==> src/rtl/hazard_ctrl_if.sv <==
// Hazard controller bundle: ID/EX hazard sources in, pipeline enables/flushes out.
// master = pipeline side, slave = hazard_ctrl.
interface hazard_ctrl_if;
   logic [4:0]  id_rs;
   logic [4:0]  id_rt;
   logic        id_uses_rt;
   logic        ex_mem_read;
   logic [4:0]  ex_rt;
   logic        id_branch_taken;
   logic        id_jump;
   logic        ex_md_start;
   logic        id_md_read;
   logic        pc_write;
   logic        if_id_write;
   logic        if_id_flush;
   logic        id_ex_flush;
   logic        md_busy;
   logic [31:0] stall_cycles;

   modport master (
      output id_rs, id_rt, id_uses_rt, ex_mem_read, ex_rt,
             id_branch_taken, id_jump, ex_md_start, id_md_read,
      input  pc_write, if_id_write, if_id_flush, id_ex_flush, md_busy, stall_cycles
   );
   modport slave (
      input  id_rs, id_rt, id_uses_rt, ex_mem_read, ex_rt,
             id_branch_taken, id_jump, ex_md_start, id_md_read,
      output pc_write, if_id_write, if_id_flush, id_ex_flush, md_busy, stall_cycles
   );
endinterface

==> src/rtl/hazard_ctrl.sv <==
// 5-stage MIPS hazard controller: load-use stall, ID redirect flush, mult/div busy
// tracking and a saturating stall counter. Mult/div logic is built only with HAZARD_MD_EN.
module hazard_ctrl #(
   parameter int MD_CYCLES = 32,
   parameter int CNT_W     = 6
) (
   input  logic        clk,
   input  logic        rst_n,
   hazard_ctrl_if.slave hz
);
   logic        lu;
   logic        md_haz;
   logic        stall;
   logic        redirect;
   logic [31:0] stall_cycles_q, stall_cycles_d;

`ifdef HAZARD_MD_EN
   typedef enum logic {RUN = 1'b0, MD_BUSY = 1'b1} md_state_e;
   md_state_e         state_q, state_d;
   logic [CNT_W-1:0]  cnt_q, cnt_d;

   always_ff @(posedge clk or negedge rst_n) begin
      if (!rst_n) begin
         state_q <= RUN;
         cnt_q   <= '0;
      end else begin
         state_q <= state_d;
         cnt_q   <= cnt_d;
      end
   end

   // A new start always reloads the countdown, superseding any op in flight.
   always_comb begin
      state_d = state_q;
      cnt_d   = cnt_q;
      case (state_q)
         RUN: begin
            if (hz.ex_md_start) begin
               state_d = MD_BUSY;
               cnt_d   = CNT_W'(MD_CYCLES - 1);
            end
         end
         MD_BUSY: begin
            if (hz.ex_md_start) begin
               cnt_d = CNT_W'(MD_CYCLES - 1);
            end else if (cnt_q == '0) begin
               state_d = RUN;
            end else begin
               cnt_d = cnt_q - CNT_W'(1);
            end
         end
         default: state_d = RUN;
      endcase
   end

   always_comb begin
      hz.md_busy = (state_q == MD_BUSY);
      md_haz     = hz.id_md_read && hz.md_busy;
   end
`else
   logic unused_md;
   assign unused_md  = ^{hz.ex_md_start, hz.id_md_read};
   assign hz.md_busy = 1'b0;
   assign md_haz     = 1'b0;
`endif

   // Stall outranks redirect; reset forces the free-running defaults.
   always_comb begin
      lu = hz.ex_mem_read && (hz.ex_rt != 5'd0) &&
           ((hz.ex_rt == hz.id_rs) || (hz.id_uses_rt && (hz.ex_rt == hz.id_rt)));
      stall    = rst_n && (lu || md_haz);
      redirect = rst_n && !stall && (hz.id_branch_taken || hz.id_jump);
      hz.pc_write    = !stall;
      hz.if_id_write = !stall;
      hz.id_ex_flush = stall;
      hz.if_id_flush = redirect;
   end

   always_comb begin
      stall_cycles_d = stall_cycles_q;
      if (stall && (stall_cycles_q != 32'hFFFF_FFFF)) stall_cycles_d = stall_cycles_q + 32'd1;
   end

   always_ff @(posedge clk or negedge rst_n) begin
      if (!rst_n) stall_cycles_q <= '0;
      else        stall_cycles_q <= stall_cycles_d;
   end

   assign hz.stall_cycles = stall_cycles_q;
endmodule

==> src/flat_wrapper.sv <==
// flat-port wrapper written by rule: the top's interface ports become plain ports
module hazard_ctrl_flat 
#(
   parameter int MD_CYCLES = 32,
   parameter int CNT_W     = 6
)
  (clk, rst_n, hz_id_rs, hz_id_rt, hz_id_uses_rt, hz_ex_mem_read, hz_ex_rt, hz_id_branch_taken, hz_id_jump, hz_ex_md_start, hz_id_md_read, hz_pc_write, hz_if_id_write, hz_if_id_flush, hz_id_ex_flush, hz_md_busy, hz_stall_cycles);
  hazard_ctrl_if hz_i ();
  input  logic clk;
  input  logic rst_n;
  input wire logic [$bits(hz_i.id_rs)-1:0] hz_id_rs;
  input wire logic [$bits(hz_i.id_rt)-1:0] hz_id_rt;
  input wire logic [$bits(hz_i.id_uses_rt)-1:0] hz_id_uses_rt;
  input wire logic [$bits(hz_i.ex_mem_read)-1:0] hz_ex_mem_read;
  input wire logic [$bits(hz_i.ex_rt)-1:0] hz_ex_rt;
  input wire logic [$bits(hz_i.id_branch_taken)-1:0] hz_id_branch_taken;
  input wire logic [$bits(hz_i.id_jump)-1:0] hz_id_jump;
  input wire logic [$bits(hz_i.ex_md_start)-1:0] hz_ex_md_start;
  input wire logic [$bits(hz_i.id_md_read)-1:0] hz_id_md_read;
  output wire logic [$bits(hz_i.pc_write)-1:0] hz_pc_write;
  output wire logic [$bits(hz_i.if_id_write)-1:0] hz_if_id_write;
  output wire logic [$bits(hz_i.if_id_flush)-1:0] hz_if_id_flush;
  output wire logic [$bits(hz_i.id_ex_flush)-1:0] hz_id_ex_flush;
  output wire logic [$bits(hz_i.md_busy)-1:0] hz_md_busy;
  output wire logic [$bits(hz_i.stall_cycles)-1:0] hz_stall_cycles;
  assign hz_i.id_rs = hz_id_rs;
  assign hz_i.id_rt = hz_id_rt;
  assign hz_i.id_uses_rt = hz_id_uses_rt;
  assign hz_i.ex_mem_read = hz_ex_mem_read;
  assign hz_i.ex_rt = hz_ex_rt;
  assign hz_i.id_branch_taken = hz_id_branch_taken;
  assign hz_i.id_jump = hz_id_jump;
  assign hz_i.ex_md_start = hz_ex_md_start;
  assign hz_i.id_md_read = hz_id_md_read;
  assign hz_pc_write = hz_i.pc_write;
  assign hz_if_id_write = hz_i.if_id_write;
  assign hz_if_id_flush = hz_i.if_id_flush;
  assign hz_id_ex_flush = hz_i.id_ex_flush;
  assign hz_md_busy = hz_i.md_busy;
  assign hz_stall_cycles = hz_i.stall_cycles;
  hazard_ctrl #(.MD_CYCLES(MD_CYCLES), .CNT_W(CNT_W)) u_core (.clk(clk), .rst_n(rst_n), .hz(hz_i));
endmodule
==> config.mk <==
export PLATFORM = sky130hd
export DESIGN_NAME = hazard_ctrl_flat
export DESIGN_NICKNAME = d
export VERILOG_FILES = /design/src/rtl/hazard_ctrl_if.sv /design/src/rtl/hazard_ctrl.sv /design/src/flat_wrapper.sv
export SDC_FILE = /design/constraint.sdc
export NUM_CORES = 1
export LEC_CHECK = 0
export BUFFER_PORTS_ARGS = -buffer_cell sky130_fd_sc_hd__buf_2
export CAP_MARGIN = 20
export CORE_MARGIN = 5
export CORE_UTILIZATION = 53
export DETAILED_ROUTE_END_ITERATION = 10
export PLACE_DENSITY = 0.81
export SLEW_MARGIN = 20
export SYNTH_ARGS = -nofsm -noshare
export SYNTH_HDL_FRONTEND = slang
export SYNTH_SLANG_ARGS = --single-unit
==> constraint.sdc <==
create_clock -name clk -period 3.01 [get_ports clk]
set_input_delay 0.301 -clock clk [delete_from_list [all_inputs] [get_ports clk]]
set_output_delay 0.301 -clock clk [all_outputs]
set_load 0.02 [all_outputs]
# --- Word level (Yosys, flattened, before mapping) ---
# Index checks and enable logic that the tools add are counted.
op_classes:
  reduce_logical: 11
  add_sub_neg: 1
  eq_ne: 3
ops:
  columns: ["operator", "n"]
  rows:
  - ["32-bit by 1-bit adder with 32-bit output, second input constant", 1]
  - ["32-bit != test, second input constant", 1]
  - ["5-bit equality test", 2]
  - ["1-bit logical AND", 7]
  - ["5-bit nonzero test", 1]
  - ["1-bit logical OR", 2]
  - ["1-bit logical NOT", 1]
totals:
  in_bits: 23
  register_bits: 32
  word_cells: 16
  out_inout_bits: 37

# --- Logic depth before layout (Yosys ltp) ---
# Gate-level depths: netlist (run 1).
logic_depth:
  word_depth: 8
  ltp_mapped: 8
  depth_no_buf: 7

# --- Worst setup path before layout (run 1) ---
# No wires, ideal clock.
synth_path:
  path_kind: "input to register"
  start: "in hz_ex_rt[4]"
  end: "reg u_core.stall_cycles_q[28] (netlist: u_core.hz.stall_cycles[28])"
  path_buffers: 0
  required_time_ps: 2885
  slack_ps: 1080
  cell_stages: 6
  setup_time_ps: 125
  t_arrival_ps: 1806
  path_cell_list: "xnor2_1 nand3_1 o22ai_2 nand3_1 nor4_1 mux2_2"
synth_via:
  elab_chain_len: 6
  word_cells_on_any_way: 9
  classes_between: "2 x eq/ne; 7 x reduce/logical"
synth_rtl:
  columns: ["item", "line_no", "source"]
  rows:
  - ["from (decl)", "flat_wrapper.sv:15", "input wire logic [$bits(hz_i.ex_rt)-1:0] hz_ex_rt;"]
  - ["5-bit equality test", "hazard_ctrl.sv:70", "((hz.ex_rt == hz.id_rs) || (hz.id_uses_rt && (hz.ex_rt == hz.id_rt)));"]
  - ["1-bit logical AND", "hazard_ctrl.sv:70", null]
  - ["1-bit logical OR", "hazard_ctrl.sv:70", null]
  - ["1-bit logical AND (*)", "hazard_ctrl.sv:69", "lu = hz.ex_mem_read && (hz.ex_rt != 5'd0) &&"]
  - ["1-bit logical AND (*)", "hazard_ctrl.sv:71", "stall = rst_n && (lu || md_haz);"]
  - ["1-bit logical AND (*)", "hazard_ctrl.sv:81", "if (stall && (stall_cycles_q != 32'hFFFF_FFFF)) stall_cycles_d = stall_cycles_q + 32'd1;"]
  - ["to (signal assigned)", "hazard_ctrl.sv:86", "else stall_cycles_q <= stall_cycles_d;"]
  - ["to (decl)", "hazard_ctrl.sv:15", "logic [31:0] stall_cycles_q, stall_cycles_d;"]
# Mark *: on every way between the ends. The rest lies on a longest branch, timed or not.
# A chain may end at the register's enable or synchronous reset.

# --- Worst setup path after layout (run 1) ---
layout_path:
  start: "in rst_n"
  end: "out hz_if_id_flush"
layout_via:
  elab_chain_len: 4
layout_rtl:
  columns: ["item", "line_no", "source"]
  rows:
  - ["from (decl)", "flat_wrapper.sv:10", "input logic rst_n;"]
  - ["1-bit logical AND", "hazard_ctrl.sv:71", null]
  - ["1-bit logical NOT", "hazard_ctrl.sv:72", "redirect = rst_n && !stall && (hz.id_branch_taken || hz.id_jump);"]
  - ["1-bit logical AND (*) (2 in a row)", "hazard_ctrl.sv:72", null]
  - ["to (decl)", "flat_wrapper.sv:22", "output wire logic [$bits(hz_i.if_id_flush)-1:0] hz_if_id_flush;"]
# Marks and branches as above.

==> results.md, run 1 <==
- 1st-iter DRT viols: 84
- Final Max Tran Viols: 0
- Final ANT Viol Nets: 0
- Initial antenna violation count: 0
- DR DRC count: 0
- Vias in the first global route: 1,349
- Yosys cell types: 28
- Layout cells sized above 1: 0.327
- Crit start category: primary input
- Setup WS pre-CTS: 0.865 ns
- CTS Sinks: 32
- Post-CTS resize count: 0
- Worst EP arrival: 1.95 ns
- Via Count: 1,381
- Post-synthesis sequential area ratio: 0.472
- Initial core utilization: 0.556
- Skew final: 0.00422 ns
- Psw: 214 uW
- Max_cap viols: 0
- Critical path class: in -> out
- Clock root buffer: clkbuf_4
- CP Capture Type: primary output
- Clk buf depth: 2
- Cell area after placement: 0.00201 mm2
- Largest net degree at the start of global routing: 23
- Dpl hpwl: 2770 um
- Hold Crit Class: in -> async
- Core Footprint: 0.00305 mm2
- RSZ-0062 raised after global routing: false
- # nets final: 249
- Final WS setup: 0.761 ns
- Period utilization: 0.747
- Internal power: 704 uW
- Placer Congestion: 0.786
- Grt total ovfl: 0
- Max reg flops: 32
- First-pass GRT wire length: 6070 um
- Synth top area share: 0.472
- Sw Ratio: 0.233
- Buffers on Ports: 56
- Mean routed wirelength per cell: 13.7 um
- Fmax: 445 MHz
- M1 GR Usage: 0.216
- Row cnt: 20
- Die width: 66.6 um
- Synthesized area per cell: 10.4 um2
- Reg clk slew, reported paths: 0.09 ns
- Vias per cell: 5.11
- Drt pass-1 iters: 4
- Layout area overhead: 24.8%
- Post-Syn Instances: 163
- Setup TNS: 0 ns
- Power Total: 918 uW
- Synth Warn #: 0
- Clk pwr share: 0.398
- GRT Total Usage: 0.184
- Number of antenna diodes: 0
- Met3 Use GR: 0.0691
- TritonCTS clock tree: done
- Setup violators final: 0
- I/O pin cnt: 60
- GR peak layer: met2
- Final instance area: 0.00212 mm2
- Top post-synthesis cells by area: dfrtp_1, xnor2_1, xor2_1
- Final hold violation count: 0
- EDFF count, synth: 0
- Power per cell area: 433 mW/mm2
- Part of the power in combinational logic: 0.104
- Top_reg_cell synth: dfrtp_1
- Die H: 66.6 um
- Req. time, crit path: 2.71 ns
- Die Area: 0.00444 mm2
- CTS H-tree depth: 2
- Worst IR Drop VDD: 0.267 mV
- Post-Syn Area: 0.00170 mm2
- Syn nets: 187
- Flop pwr share: 0.497
- Seq cells post-synth: 32
- GRT met2 Usage: 0.307
- Status: complete, no violations
- Leak: 0.00113 uW
- Async set or reset register ratio after synthesis: 1.00
- Final min period: 2.25 ns
- Fillers: 266
- Final Hold Slack: 0.426 ns
- Top fanout value on the critical path: 22
- Yosys top cell by area: dfrtp_1
- CTS Buf Count: 5
- DRT Wirelength: 3690 um
- Clk Latency, worst-skew pair: 0.34 ns
-- cells in the mapped netlist (all sizes together), types with 2 or more instances --
cell and number:
mux2 2, nor2 7, dfrtp 32, nand3 12
xnor2 23, and3 8, a21oi 2, nand4 8
xor2 17, buf 3, and4 6, inv 4
nor4 5, nor3 6, nand2 19, nor3b 2
-- layout make-up --
class                      instances  area (um2)  share of cell area
timing repair buffer              58         298               0.140
sequential                        32         801               0.378
clock buffer                       7        65.1              0.0307
clock inverter                     1        30.0              0.0142
inverter                           4        15.0             0.00708
tap                               44        55.1              0.0260
multi-input combinational        124         856               0.404
-- final timing paths --
path / from / endpoint / slack [ns] / depth (start not counted)
min in group clk: u_core.hz.stall_cycles[23]$_DFFE_PN0P_ / u_core.hz.stall_cycles[23]$_DFFE_PN0P_ / 0.49 / 1
max in group asynchronous: rst_n / u_core.hz.stall_cycles[8]$_DFFE_PN0P_ / 2.00 / 3
min: rst_n / u_core.hz.stall_cycles[30]$_DFFE_PN0P_ / 0.43 / 2
min reg2reg: u_core.hz.stall_cycles[23]$_DFFE_PN0P_ / u_core.hz.stall_cycles[23]$_DFFE_PN0P_ / 0.49 / 1
max: rst_n / hz_if_id_flush / 0.76 / 6
max reg2reg: u_core.hz.stall_cycles[0]$_DFFE_PN0P_ / u_core.hz.stall_cycles[18]$_DFFE_PN0P_ / 0.91 / 7
-- per-layer routing --
layer  vias up  share of wire  routed length, um
met1       654           0.44               1630
met2        35           0.49               1800
li1        688              -                  -
met4         0          0.011                 40
met5         -              0                  0
met3         4          0.059                217
-- cells in the final DEF (no fill, tap or decap), drive strengths merged --
cell,instances
bufinv,1
mux2,2
nand4,8
nor4,5
o21ai,1
nand2,19
and3,8
and2,1
nand3,12
nor3,6
dlygate4sd3,1
ha,1
nor3b,2
buf,57
dfrtp,32
and4,6
xor2,17
o22ai,1
clkbuf,7
a21oi,2
conb,1
or4,1
inv,4
nor2,7
o21a,1
xnor2,23
-- cells by family (layout without fill, tap and decap cells) --
logic type	count (synthesis)	in the layout	share of synthesized area
AND/OR/NAND/NOR	75	75	0.254
XOR/XNOR	40	40	0.206
flip-flops	32	32	0.472
buffers and inverters	7	70	0.0243
AO/OA/AOI/OAI	5	5	0.0206
multiplexers	2	2	0.0133
adder cells (fa/ha/maj)	1	1	0.00737
other	1	1	0.00221
-- timing repair --
action | 4_1_cts | 5_1_grt
setup buffers | 0 | 0
hold endpoints to repair | 16 | 0
hold buffers | 1 | 0
-- through the flow --
stage | util | std cells
after floorplan | - | 163
after global placement | 0.660 | 261
after detailed placement | 0.660 | 261
after CTS | 0.694 | 270
after global routing | 0.694 | 270
final | 0.694 | 270
-- power groups by stage --
stage	Sequential (uW)	Clock (uW)	Combinational [uW]
floorplan	478	0	38.9
global placement	464	0	96.1
detailed placement	465	0	97.0
CTS	456	377	98.4
global route	459	396	109
finish	456	366	95.9
-- worst max-delay path, cell delays in order --
cell and delay, ns:
dlygate4sd3_1 0.52, buf_2 0.38, buf_4 0.33, o21ai_0 0.12
a21oi_1 0.11, buf_2 0.17
(Power assumes the default switching activity.)
==> run 2, diff against run 1 <==
--- a/config.mk
+++ b/config.mk
@@ -8,9 +8,9 @@
 export BUFFER_PORTS_ARGS = -buffer_cell sky130_fd_sc_hd__buf_2
 export CAP_MARGIN = 20
 export CORE_MARGIN = 5
-export CORE_UTILIZATION = 53
+export CORE_UTILIZATION = 44
 export DETAILED_ROUTE_END_ITERATION = 10
-export PLACE_DENSITY = 0.81
+export PLACE_DENSITY = 0.72
 export SLEW_MARGIN = 20
 export SYNTH_ARGS = -nofsm -noshare
 export SYNTH_HDL_FRONTEND = slang
==> constraint.sdc (replaced) <==
create_clock -name clk -period 1.9 [get_ports clk]
set_input_delay 0.19 -clock clk [delete_from_list [all_inputs] [get_ports clk]]
set_output_delay 0.19 -clock clk [all_outputs]
set_load 0.02 [all_outputs]
==> run 2 against run 1 <==
  * Sequential power increased by 56%
  * Count of clock-buffer cells in the layout stayed put
  * Via count grew 9.4%
  * Highest routed layer unchanged
  * Routed wire length up 12%
  * Largest cell class unchanged
  * Die area increased by 17%
  * Cell count is 11% higher
  * First-iteration DRC count decreased by 15%
==> results.md, run 2 (same netlist as run 1, synthesis figures left out) <==
- Grt total ovfl: 0
- Worst R2R Path Depth: 7
- Die width: 72.1 um
- Internal power: 1120 uW
- Max reg flops: 32
- Row cnt: 22
- Worst IR Drop VDD: 0.390 mV
- First-pass GRT wire length: 6930 um
- Final ANT Viol Nets: 0
- Psw: 357 uW
- Status: complete, no violations
- Final Max Tran Viols: 0
- Fillers: 315
- # nets final: 277
- Top fanout value on the critical path: 6
- Fmax: 541 MHz
- Skew final: 0.00780 ns
- Die H: 72.1 um
- Part of the power in combinational logic: 0.137
- Crit start category: primary input
- Initial core utilization: 0.460
- Core Footprint: 0.00369 mm2
- Layout area overhead: 38.8%
- Sw Ratio: 0.242
- CTS Buf Count: 5
- Clock root buffer: clkbuf_8
- Clk buf depth: 2
- Commonest non-fill, non-tap cell in the layout: buf_2
- Die Area: 0.00520 mm2
- Power per cell area: 625 mW/mm2
- Setup violators final: 0
- Final instance area: 0.00236 mm2
- CTS Sinks: 32
- Buffers on Ports: 56
- Leak: 0.00127 uW
- Vias in the first global route: 1,536
- TritonCTS clock tree: done
- Drt pass-1 iters: 4
- Dpl hpwl: 3210 um
- Number of antenna diodes: 0
- CP Capture Type: primary output
- Period utilization: 0.972
- CTS H-tree depth: 2
- Most frequent cells in the layout: buf_2, dfrtp_1, buf_4, xnor2_1, nand2_1
- Final Hold Slack: 0.471 ns
- RSZ-0062 raised after global routing: true
- Critical path class: in -> out
- Vias per cell: 5.02
- Via Count: 1,511
- R2R Path Start: u_core.hz.stall_cycles[20]$_DFFE_PN0P_
- I/O pin cnt: 60
- Max_cap viols: 0
- DR DRC count: 0
- Hold Crit Class: in -> async
- Final hold violation count: 0
- Final min period: 1.85 ns
- Largest net degree at the start of global routing: 21
- Worst r2r dst: u_core.hz.stall_cycles[23]$_DFFE_PN0P_
- GRT Total Usage: 0.170
- Placer Congestion: 0.853
- Worst EP arrival: 1.66 ns
- Cell area after placement: 0.00221 mm2
- Req. time, crit path: 1.71 ns
- DRT Wirelength: 4130 um
- Flop-to-flop setup slack: 0.10 ns
- Initial antenna violation count: 0
- Clk pwr share: 0.380
- 1st-iter DRT viols: 71
- Flop pwr share: 0.482
- Reg clk slew, reported paths: 0.06 ns
- Clk Latency, worst-skew pair: 0.28 ns
- Layout cells sized above 1: 0.419
- Mean routed wirelength per cell: 13.7 um
## run 2: cell count changes in the layout (fill, tap and decap cells not counted), sizes merged
cell and delta:
bufinv -1, buf +28
## run 2: area by class of cell
class	instances	area, um2	share of cell area
clock buffer	7	96.3	0.0409
sequential	32	801	0.340
timing repair buffer	86	512	0.217
inverter	4	15.0	0.00637
multi-input combinational	124	873	0.370
tap	48	60.1	0.0255
## run 2: metal layers
metal	wire, um	track usage
met4	28	0.0418
met3	386	0.0596
met5	0	0
met2	1860	0.273
met1	1850	0.218
## run 2: power by group through the flow
| stage | sequential, uW | combinational (uW) | clock, uW |
|---|---|---|---|
| after floorplan | 757 | 61.6 | 0 |
| after global placement | 723 | 196 | 0 |
| after detailed placement | 724 | 201 | 0 |
| after CTS | 711 | 203 | 573 |
| after global routing | 713 | 226 | 608 |
| final | 711 | 202 | 560 |
## run 2: stage by stage
stage	utilization	cells	TNS [ns]	total power (uW)	setup slack [ns]
after CTS	0.629	299	0	1490	0.0159
after detailed placement	0.600	291	-0.0423	925	-0.0259
final	0.639	301	0	1470	0.0531
after floorplan	-	163	0	818	0.0232
after global routing	0.639	301	-0.0200	1550	-0.0200
after global placement	0.600	291	0	919	0.0138
## run 2: how the worst max path moves through the flow
| stage | startpoint | endpoint | slack [ns] | cells past startpoint |
|---|---|---|---|---|
| global route | hz_ex_rt[0] | hz_id_ex_flush | -0.02 | 8 |
| floorplan | u_core.hz.stall_cycles[0]$_DFFE_PN0P_ | u_core.hz.stall_cycles[18]$_DFFE_PN0P_ | 0.02 | 8 |
| global placement | hz_ex_rt[0] | u_core.hz.stall_cycles[18]$_DFFE_PN0P_ | 0.01 | 7 |
| CTS | u_core.hz.stall_cycles[0]$_DFFE_PN0P_ | u_core.hz.stall_cycles[16]$_DFFE_PN0P_ | 0.02 | 7 |
| detailed placement | hz_ex_rt[1] | u_core.hz.stall_cycles[28]$_DFFE_PN0P_ | -0.03 | 7 |
| finish | hz_ex_rt[0] | hz_id_ex_flush | 0.05 | 8 |
## run 2: worst max-delay path, stage by stage
cell,delay (ns)
buf_2,0.12
or4_1,0.52
o21a_1,0.23
buf_4,0.15
nand3_1,0.11
buf_4,0.15
inv_1,0.03
buf_2,0.15
## run 2: what timing repair did
action                                  4_1_cts  5_1_grt
hold buffers                                  1        0
endpoints found under the setup margin        0       17
hold endpoints to repair                     32        0
setup buffers                                 0        2
gates resized for setup                       0        6
